===== config.mk =====
export PLATFORM = sky130hd
export DESIGN_NAME = ram_arbiter
export DESIGN_NICKNAME = d
export VERILOG_FILES = /design/src/rtl/ram_arb_pkg.sv /design/src/rtl/ram_arbiter_rr_arb2.sv /design/src/rtl/ram_arbiter.sv
export SDC_FILE = /design/constraint.sdc
export NUM_CORES = 1
export LEC_CHECK = 0
export CAP_MARGIN = 20
export CORE_MARGIN = 2
export CORE_UTILIZATION = 30
export DETAILED_ROUTE_END_ITERATION = 6
export RECOVER_POWER = 50
export SYNTH_ARGS = -nofsm -noshare
export SYNTH_HDL_FRONTEND = slang
export SYNTH_SLANG_ARGS = --single-unit

===== constraint.sdc =====
create_clock -name clk -period 1.5 [get_ports clk]
set_input_delay 0.45 -clock clk [delete_from_list [all_inputs] [get_ports clk]]
set_output_delay 0.45 -clock clk [all_outputs]
set_load 0.005 [all_outputs]

===== src/rtl/ram_arb_pkg.sv =====
// Shared constants for the two-port RAM arbiter: FSM encoding, default widths, port ids.
// Pure declarations; no logic, no latency, no flow control.
package ram_arb_pkg;

   localparam int DW_DEF     = 4;
   localparam int AW_DEF     = 3;
   localparam int RD_LAT_DEF = 1;

   localparam logic P0 = 1'b0;
   localparam logic P1 = 1'b1;

   typedef enum logic [1:0] {
      IDLE   = 2'd0,
      ACCESS = 2'd1,
      WAIT   = 2'd2,
      RESP   = 2'd3
   } state_t;

endpackage


===== src/rtl/ram_arbiter_rr_arb2.sv =====
// 2-way round-robin picker: combinational grant from req and a registered priority pointer.
// Zero latency; the pointer moves only on an update strobe, so a held request is never dropped.
module rr_arb2
   import ram_arb_pkg::*;
(
   input  logic       clk,
   input  logic       rst,
   input  logic [1:0] req,
   input  logic       update,
   output logic       gnt,
   output logic       vld
);

   // port preferred when both request
   logic prio;

   always_ff @(posedge clk) begin
      if (rst) begin
         prio <= P0;
      end else if (update) begin
         prio <= ~gnt;
      end
   end

   always_comb begin
      vld = |req;
      gnt = P0;
      if (req[0] && req[1]) begin
         gnt = prio;
      end else if (req[1]) begin
         gnt = P1;
      end
   end

endmodule


===== src/rtl/ram_arbiter.sv =====
// Serialises two req/ack ports onto a single-port RAM; ack 2 cycles (write) or 2+RD_LAT (read) after the sampling edge.
// Requesters hold req until ack; a request arriving mid-transaction waits for the next IDLE cycle.
module ram_arbiter
   import ram_arb_pkg::*;
#(
   parameter int DW     = DW_DEF,
   parameter int AW     = AW_DEF,
   parameter int RD_LAT = RD_LAT_DEF
) (
   input  logic          clk,
   input  logic          rst,
   input  logic          req0,
   input  logic          we0,
   input  logic [AW-1:0] addr0,
   input  logic [DW-1:0] wdata0,
   output logic          ack0,
   output logic [DW-1:0] rdata0,
   input  logic          req1,
   input  logic          we1,
   input  logic [AW-1:0] addr1,
   input  logic [DW-1:0] wdata1,
   output logic          ack1,
   output logic [DW-1:0] rdata1,
   output logic          busy,
   output logic          ram_wr,
   output logic          ram_rd,
   output logic [AW-1:0] ram_add,
   output logic [DW-1:0] ram_data_in,
   input  logic [DW-1:0] ram_data_out
);

   localparam logic [1:0] CNT_INIT = 2'(RD_LAT - 1);

   state_t        state_q, state_d;
   logic          gid_q, gid_d;
   logic          we_q, we_d;
   logic [1:0]    cnt_q, cnt_d;

   logic          wr_d, rd_d, ack0_d, ack1_d, busy_d;
   logic [AW-1:0] add_d;
   logic [DW-1:0] din_d, rdata0_d, rdata1_d;

   logic          arb_gnt, arb_vld, arb_upd;

   rr_arb2 u_rr (
      .clk    (clk),
      .rst    (rst),
      .req    ({req1, req0}),
      .update (arb_upd),
      .gnt    (arb_gnt),
      .vld    (arb_vld)
   );

   always_ff @(posedge clk) begin
      if (rst) begin
         state_q     <= IDLE;
         gid_q       <= P0;
         we_q        <= 1'b0;
         cnt_q       <= '0;
         ram_wr      <= 1'b0;
         ram_rd      <= 1'b0;
         ram_add     <= '0;
         ram_data_in <= '0;
         ack0        <= 1'b0;
         ack1        <= 1'b0;
         rdata0      <= '0;
         rdata1      <= '0;
         busy        <= 1'b0;
      end else begin
         state_q     <= state_d;
         gid_q       <= gid_d;
         we_q        <= we_d;
         cnt_q       <= cnt_d;
         ram_wr      <= wr_d;
         ram_rd      <= rd_d;
         ram_add     <= add_d;
         ram_data_in <= din_d;
         ack0        <= ack0_d;
         ack1        <= ack1_d;
         rdata0      <= rdata0_d;
         rdata1      <= rdata1_d;
         busy        <= busy_d;
      end
   end

   // Outputs are registered, so ack and rdata are set on the transition into RESP.
   always_comb begin
      state_d  = state_q;
      gid_d    = gid_q;
      we_d     = we_q;
      cnt_d    = cnt_q;
      wr_d     = 1'b0;
      rd_d     = 1'b0;
      add_d    = ram_add;
      din_d    = ram_data_in;
      ack0_d   = 1'b0;
      ack1_d   = 1'b0;
      rdata0_d = rdata0;
      rdata1_d = rdata1;
      arb_upd  = 1'b0;

      case (state_q)
         IDLE: begin
            if (arb_vld) begin
               arb_upd = 1'b1;
               gid_d   = arb_gnt;
               we_d    = (arb_gnt == P1) ? we1 : we0;
               add_d   = (arb_gnt == P1) ? addr1 : addr0;
               din_d   = (arb_gnt == P1) ? wdata1 : wdata0;
               wr_d    = we_d;
               rd_d    = ~we_d;
               state_d = ACCESS;
            end
         end
         ACCESS: begin
            if (we_q) begin
               state_d = RESP;
               ack0_d  = (gid_q == P0);
               ack1_d  = (gid_q == P1);
            end else begin
               state_d = WAIT;
               cnt_d   = CNT_INIT;
            end
         end
         WAIT: begin
            if (cnt_q == 2'd0) begin
               state_d = RESP;
               if (gid_q == P1) begin
                  ack1_d   = 1'b1;
                  rdata1_d = ram_data_out;
               end else begin
                  ack0_d   = 1'b1;
                  rdata0_d = ram_data_out;
               end
            end else begin
               cnt_d = cnt_q - 2'd1;
            end
         end
         RESP: begin
            state_d = IDLE;
         end
         default: begin
            state_d = IDLE;
         end
      endcase

      busy_d = (state_d != IDLE);
   end

endmodule


==> key figures, run 1 <==
Status
  – Run status: finished clean

Setup path
  – Crit Path Max Fanout: 9
  – Worst setup SP type: primary input
  – Critical Path RT: 1.67 ns
  – Crit-path cells: clkdlybuf4s50_1 > buf_4 > nor3b_1 > a221o_1
  – Crit path kind: primary input to register
  – Crit path largest cell delay: 0.61 ns
  – Arr. time, crit path: 1.61 ns
  – Slowest cell on crit path: clkdlybuf4s50_1
  – Critical Path End Type: register

Logic synthesis
  – Mapped Area: 1177 µm²
  – Area leader, netlist: dfxtp_1
  – Synth cell types: 31
  – Async S/R FF share, synth: 0
  – Yosys reg bits: 27
  – Area contributors post-synth: dfxtp_1 46%, mux2i_1 7.7%, a221o_1 6.0%
  – Synth warn: 0
  – Most used DFF post-synth: dfxtp_1
  – Synthesized netlist cell count: 112
  – Sequential area share after synthesis: 0.4591
  – Syn avg cell area: 10.51 µm²
  – Top-count cell post-synth: dfxtp_1
  – EDFF count, synth: 0
  – Post-synthesis net count: 141
  – Most instantiated cells after synthesis: 27 x dfxtp_1, 13 x nor2_1, 9 x mux2i_1
  – Synth top area share: 0.4591

Timing
  – Final critical-path share of the clock period: 0.9574
  – Final Skew: 0.001818 ns
  – Final Max Tran Viols: 0
  – Worst-margin pin slew: 0.3027 ns
  – Setup violations, final: 0
  – RSZ-0062 raised after global routing: true
  – Minimum clock period: 1.436 ns
  – Max-slew headroom: 0.7975
  – Worst hold slack: 0.4913 ns
  – Final Hold Viols: 0
  – Fmax: 696.3 MHz

CTS
  – Latest clock arrival within the worst-skew pair: 0.27 ns
  – H-Tree Depth: 1
  – Clock slew at reported path FFs: 0.10 ns
  – Worst-case clock buffer depth: 2
  – Root Buffer: clkbuf_8
  – Hold Buf Count CTS: 0
  – CTS tree: done
  – CTS Buf Count: 3
  – CTS sink cnt: 27

Routing
  – Initial DRC count: 13
  – DR vias: 993
  – Routed len/inst: 12.19 µm
  – Drt total wl: 2.584 mm
  – First-pass DRT Iterations: 4
  – Antenna viol nets, final: 0
  – Drc violations: 0
  – Avg Vias per Cell: 4.684

Die
  – Starting density of the core: 0.3168
  – DIE WIDTH: 66.65 µm
  – Number of cell rows: 22
  – Total core area: 3716 µm²
  – Die Ht: 66.65 µm
  – IO Pins: 44
  – Die area: 4442 µm²

Final layout
  – Fillcell total: 370
  – Layout cells sized above 1: 0.2256
  – Synth-to-layout area growth: 50.58%
  – Nets: 194
  – Final Non-Filler Cells: 212
  – # diodes: 0

Placed design
  – GP Congestion: 0.7491
  – Final HPWL DP: 2.027 mm
  – # port buffers: 43
  – Placed cells: 207

Worst hold path
  – Hold Path Class: register to register

Global routing
  – Global-route wire length before repair: 4.478 mm
  – Remaining Overflow, GRT: 0
  – Met3 Use GR: 0.03041
  – GR Util met1: 0.1677
  – GR Util met2: 0.2163
  – Vias in the first global route: 1019
  – Initial antenna violation count: 0
  – Grt peak-use layer: met2
  – GRT Total Usage: 0.1315
  – Largest net degree at the start of global routing: 17

Flow run
  – Number of max-cap violations: 0

Power and ir drop
  – Worst IR Drop VDD: 0.0006215 V
  – Leakage: 0.8137 nW
  – Final Power: 2.579 mW
  – Pwr Density: 1455 nW/µm²
worst max-delay path: cells and delay by family:
| family | cells | cell delay (ns) |
|---|---|---|
| AND/OR/NAND/NOR | 1 | 0.06 |
| buffers and inverters | 2 | 0.83 |
| AO/OA/AOI/OAI | 1 | 0.26 |
final timing paths:
path         startpoint             end  slack (ns)  cells after the start
max reg2reg  state_q[1]  ram_data_in[1]        0.11                      6
max                 rst  ram_data_in[1]        0.06                      4
min reg2reg    cnt_q[0]        cnt_q[0]        0.49                      2
min            cnt_q[0]        cnt_q[0]        0.49                      2
layout make-up:
class	count	area, µm²	area share
Clock buffer	3	41.29	0.02329
Clock inverter	1	7.507	0.004234
Inverter	6	22.52	0.01270
Multi-Input combinational cell	74	591.8	0.3338
Sequential cell	27	555.5	0.3133
Tap cell	48	60.06	0.03387
Timing Repair Buffer	53	494.2	0.2788
cells by family (layout without fill, tap and decap cells):
| logic type | Yosys count | in the layout | synth area share |
|---|---|---|---|
| AND/OR/NAND/NOR | 36 | 36 | 0.1871 |
| flip-flops | 27 | 27 | 0.4591 |
| AO/OA/AOI/OAI | 24 | 24 | 0.1711 |
| buffers and inverters | 11 | 63 | 0.05313 |
| multiplexers | 9 | 9 | 0.07652 |
| adder cells (fa/ha/maj) | 5 | 5 | 0.05313 |
power by group:
| group | switching [mW] | internal [mW] | total, mW |
|---|---|---|---|
| clock | 0.239 | 0.189 | 0.428 |
| combinational | 0.534 | 0.615 | 1.15 |
| sequential | 0.0996 | 0.903 | 1.00 |
| total | 0.873 | 1.71 | 2.58 |
placed cells by master, fill, tap and decap left out, drive strengths merged, types with 4 or more instances in the layout:
| cell | n |
|---|---|
| a21oi | 4 |
| a221o | 7 |
| buf | 10 |
| clkdlybuf4s50 | 21 |
| dfxtp | 27 |
| dlygate4sd2 | 21 |
| ha | 5 |
| inv | 6 |
| mux2i | 9 |
| nor2 | 13 |
| nor3b | 7 |
| o21ai | 5 |
per-stage QoR:
| step | worst slack [ns] | area [µm²] | utilization | setup TNS (ns) |
|---|---|---|---|---|
| floorplan | 0.1514 | 1177 | - | 0 |
| global placement | -0.2972 | 1708 | 0.4596 | -4.010 |
| detailed placement | -0.3298 | 1708 | 0.4596 | -4.298 |
| CTS | 0.007662 | 1753 | 0.4717 | 0 |
| global route | -0.004983 | 1773 | 0.4771 | -0.004983 |
| finish | 0.06389 | 1773 | 0.4771 | 0 |
timing repair:
action / CTS / global route
setup buffers: 0 / 1
gates resized for setup: 34 / 6
pin swaps: 0 / 1
setup endpoints to repair: 27 / 20
sequential cells by signal, summed over array words and instances, names as in the netlist, 2 cells and up:
register     count
ram_data_in      4
rdata1           4
ram_add          3
state_q          2
cnt_q            2
rdata0           4
per-layer routing:
metal,vias to the layer above,share of wire
met2,27,0.47
met4,0,0.014
li1,509,-
met3,4,0.044
met5,-,0
met1,453,0.47
(Power assumes the default switching activity.)
==> run 2, diff against run 1 <==
CTS_CLUSTER_SIZE = 16   (was unset)
PLACE_DENSITY = 0.69   (was unset)
==> key figures, run 2 (same netlist as run 1, synthesis figures left out) <==
Placed design
  – # port buffers: 43
  – GP Congestion: 0.8316
  – Placed cells: 206
  – Setup WS pre-CTS: -0.3528 ns
  – Final HPWL DP: 2.172 mm

Timing
  – Worst hold slack: 0.4857 ns
  – Setup violations, final: 0
  – Final Skew: 0.003004 ns
  – Final Hold Viols: 0
  – Minimum clock period: 1.404 ns
  – Final Max Tran Viols: 0
  – Final critical-path share of the clock period: 0.9357
  – Max-slew headroom: 0.7775
  – Fmax: 712.4 MHz
  – Setup WS post-layout: 0.09638 ns
  – Worst-margin pin slew: 0.3327 ns

Power and ir drop
  – Combinational Power Share: 0.442
  – Clock power frac: 0.161
  – Leakage: 0.8186 nW
  – Final Power: 2.521 mW
  – Design internal power: 1.667 mW
  – Switching share of total power: 0.3388
  – Pwr Density: 1438 nW/µm²
  – Psw: 854.1 µW
  – Worst IR Drop VDD: 0.0004712 V
  – Seq pwr share: 0.397

Setup path
  – Worst setup SP type: register
  – R2R Path End: busy
  – Critical Path RT: 1.65 ns
  – Crit path capture: busy
  – Cell count of the worst reg-to-reg path: 5
  – Crit Path Max Fanout: 3
  – Crit path kind: register to register
  – Reg2reg setup slack: 0.1 ns
  – Worst Setup SP: state_q[1]
  – Arr. time, crit path: 1.56 ns
  – Critical Path End Type: register
  – Crit Reg-Reg Startpoint: state_q[1]

CTS
  – H-Tree Depth: 1
  – CTS sink cnt: 27
  – Hold Buf Count CTS: 0
  – Worst-case clock buffer depth: 2
  – Root Buffer: clkbuf_8
  – CTS Buf Count: 3
  – Latest clock arrival within the worst-skew pair: 0.27 ns
  – CTS tree: done
  – Clock slew at reported path FFs: 0.08 ns

Final layout
  – Most frequent cells in the layout: 21 x dlygate4sd2_1, 20 x clkdlybuf4s50_1, 18 x dfxtp_1
  – Synth-to-layout area growth: 48.88%
  – Regs by FF count: ram_data_in (4), rdata0 (4), rdata1 (4)
  – Commonest non-fill, non-tap cell in the layout: dlygate4sd2_1
  – Fillcell total: 358
  – Nets: 194
  – Layout cells sized above 1: 0.1951
  – Utilization after layout: 0.4717
  – Final Non-Filler Cells: 212
  – # diodes: 0

Global routing
  – Largest net degree at the start of global routing: 15
  – Global-route wire length before repair: 4.650 mm
  – Remaining Overflow, GRT: 0
  – Vias in the first global route: 1107
  – GRT Total Usage: 0.1369
  – Initial antenna violation count: 0

Flow run
  – Number of max-cap violations: 0

Routing
  – Antenna viol nets, final: 0
  – DR vias: 1046
  – Avg Vias per Cell: 4.934
  – First-pass DRT Iterations: 4
  – Drc violations: 0
  – Initial DRC count: 22
  – Routed len/inst: 12.91 µm
  – Drt total wl: 2.736 mm

Die
  – Die area: 4442 µm²
  – Starting density of the core: 0.3168
  – Number of cell rows: 22
  – Die Ht: 66.65 µm
  – DIE WIDTH: 66.65 µm
  – Total core area: 3716 µm²
  – IO Pins: 44

Worst hold path
  – Hold Path Class: register to register

Status
  – Run status: finished clean
-- run 2: final cells by class --
type,count,area [µm²],area share
multi-input cells,74,589.3,0.3362
flip-flops and latches,27,551.8,0.3148
repair buffers,53,484.2,0.2762
well taps,48,60.06,0.03426
clock buffers,4,45.04,0.02570
inverters,6,22.52,0.01285
-- run 2: how the worst min path moves through the flow --
stage / from / end / slack (ns) / cells past startpoint
after floorplan: gid_q / ack0 / 0.45 / 1
after global placement: cnt_q[1] / cnt_q[1] / 0.46 / 2
after detailed placement: cnt_q[1] / cnt_q[1] / 0.48 / 2
after CTS: cnt_q[1] / cnt_q[1] / 0.49 / 2
after global routing: cnt_q[1] / cnt_q[1] / 0.53 / 2
final: cnt_q[1] / cnt_q[1] / 0.49 / 2
-- run 2: metrics by stage --
stage	cell area [µm²]	setup TNS, ns
after floorplan	1177	0
after global placement	1688	-4.213
after detailed placement	1688	-5.250
after CTS	1725	0
after global routing	1753	-0.001421
final	1753	0
-- run 2: power groups by stage --
| stage | registers, mW | logic, mW | clock network [mW] |
|---|---|---|---|
| 2_1_floorplan | 0.999 | 0.688 | 0 |
| 3_3_place_gp | 1.00 | 1.09 | 0 |
| 3_5_place_dp | 1.01 | 1.13 | 0 |
| 4_1_cts | 1.00 | 1.07 | 0.417 |
| 5_1_grt | 1.02 | 1.24 | 0.442 |
| 6_report | 1.00 | 1.11 | 0.405 |
-- run 2: routing by layer --
layer,track usage,routed length [µm],vias up
met5,0,0,-
met4,0.05357,51,0
met3,0.03041,116,7
met2,0.2438,1330,24
met1,0.1578,1237,505
li1,-,-,510
-- run 2: critical path: stages, from the launching register on --
cell and delay [ns]:
dfxtp_1 0.36, inv_1 0.09, ha_1 0.23, a22o_1 0.28
o21ai_1 0.21, a31oi_1 0.12
-- run 2: what timing repair did --
action,4_1_cts,5_1_grt
setup endpoints to repair,27,16
cloned,0,0
pin swaps,0,2
buffers inserted,0,2
gates resized for setup,31,6
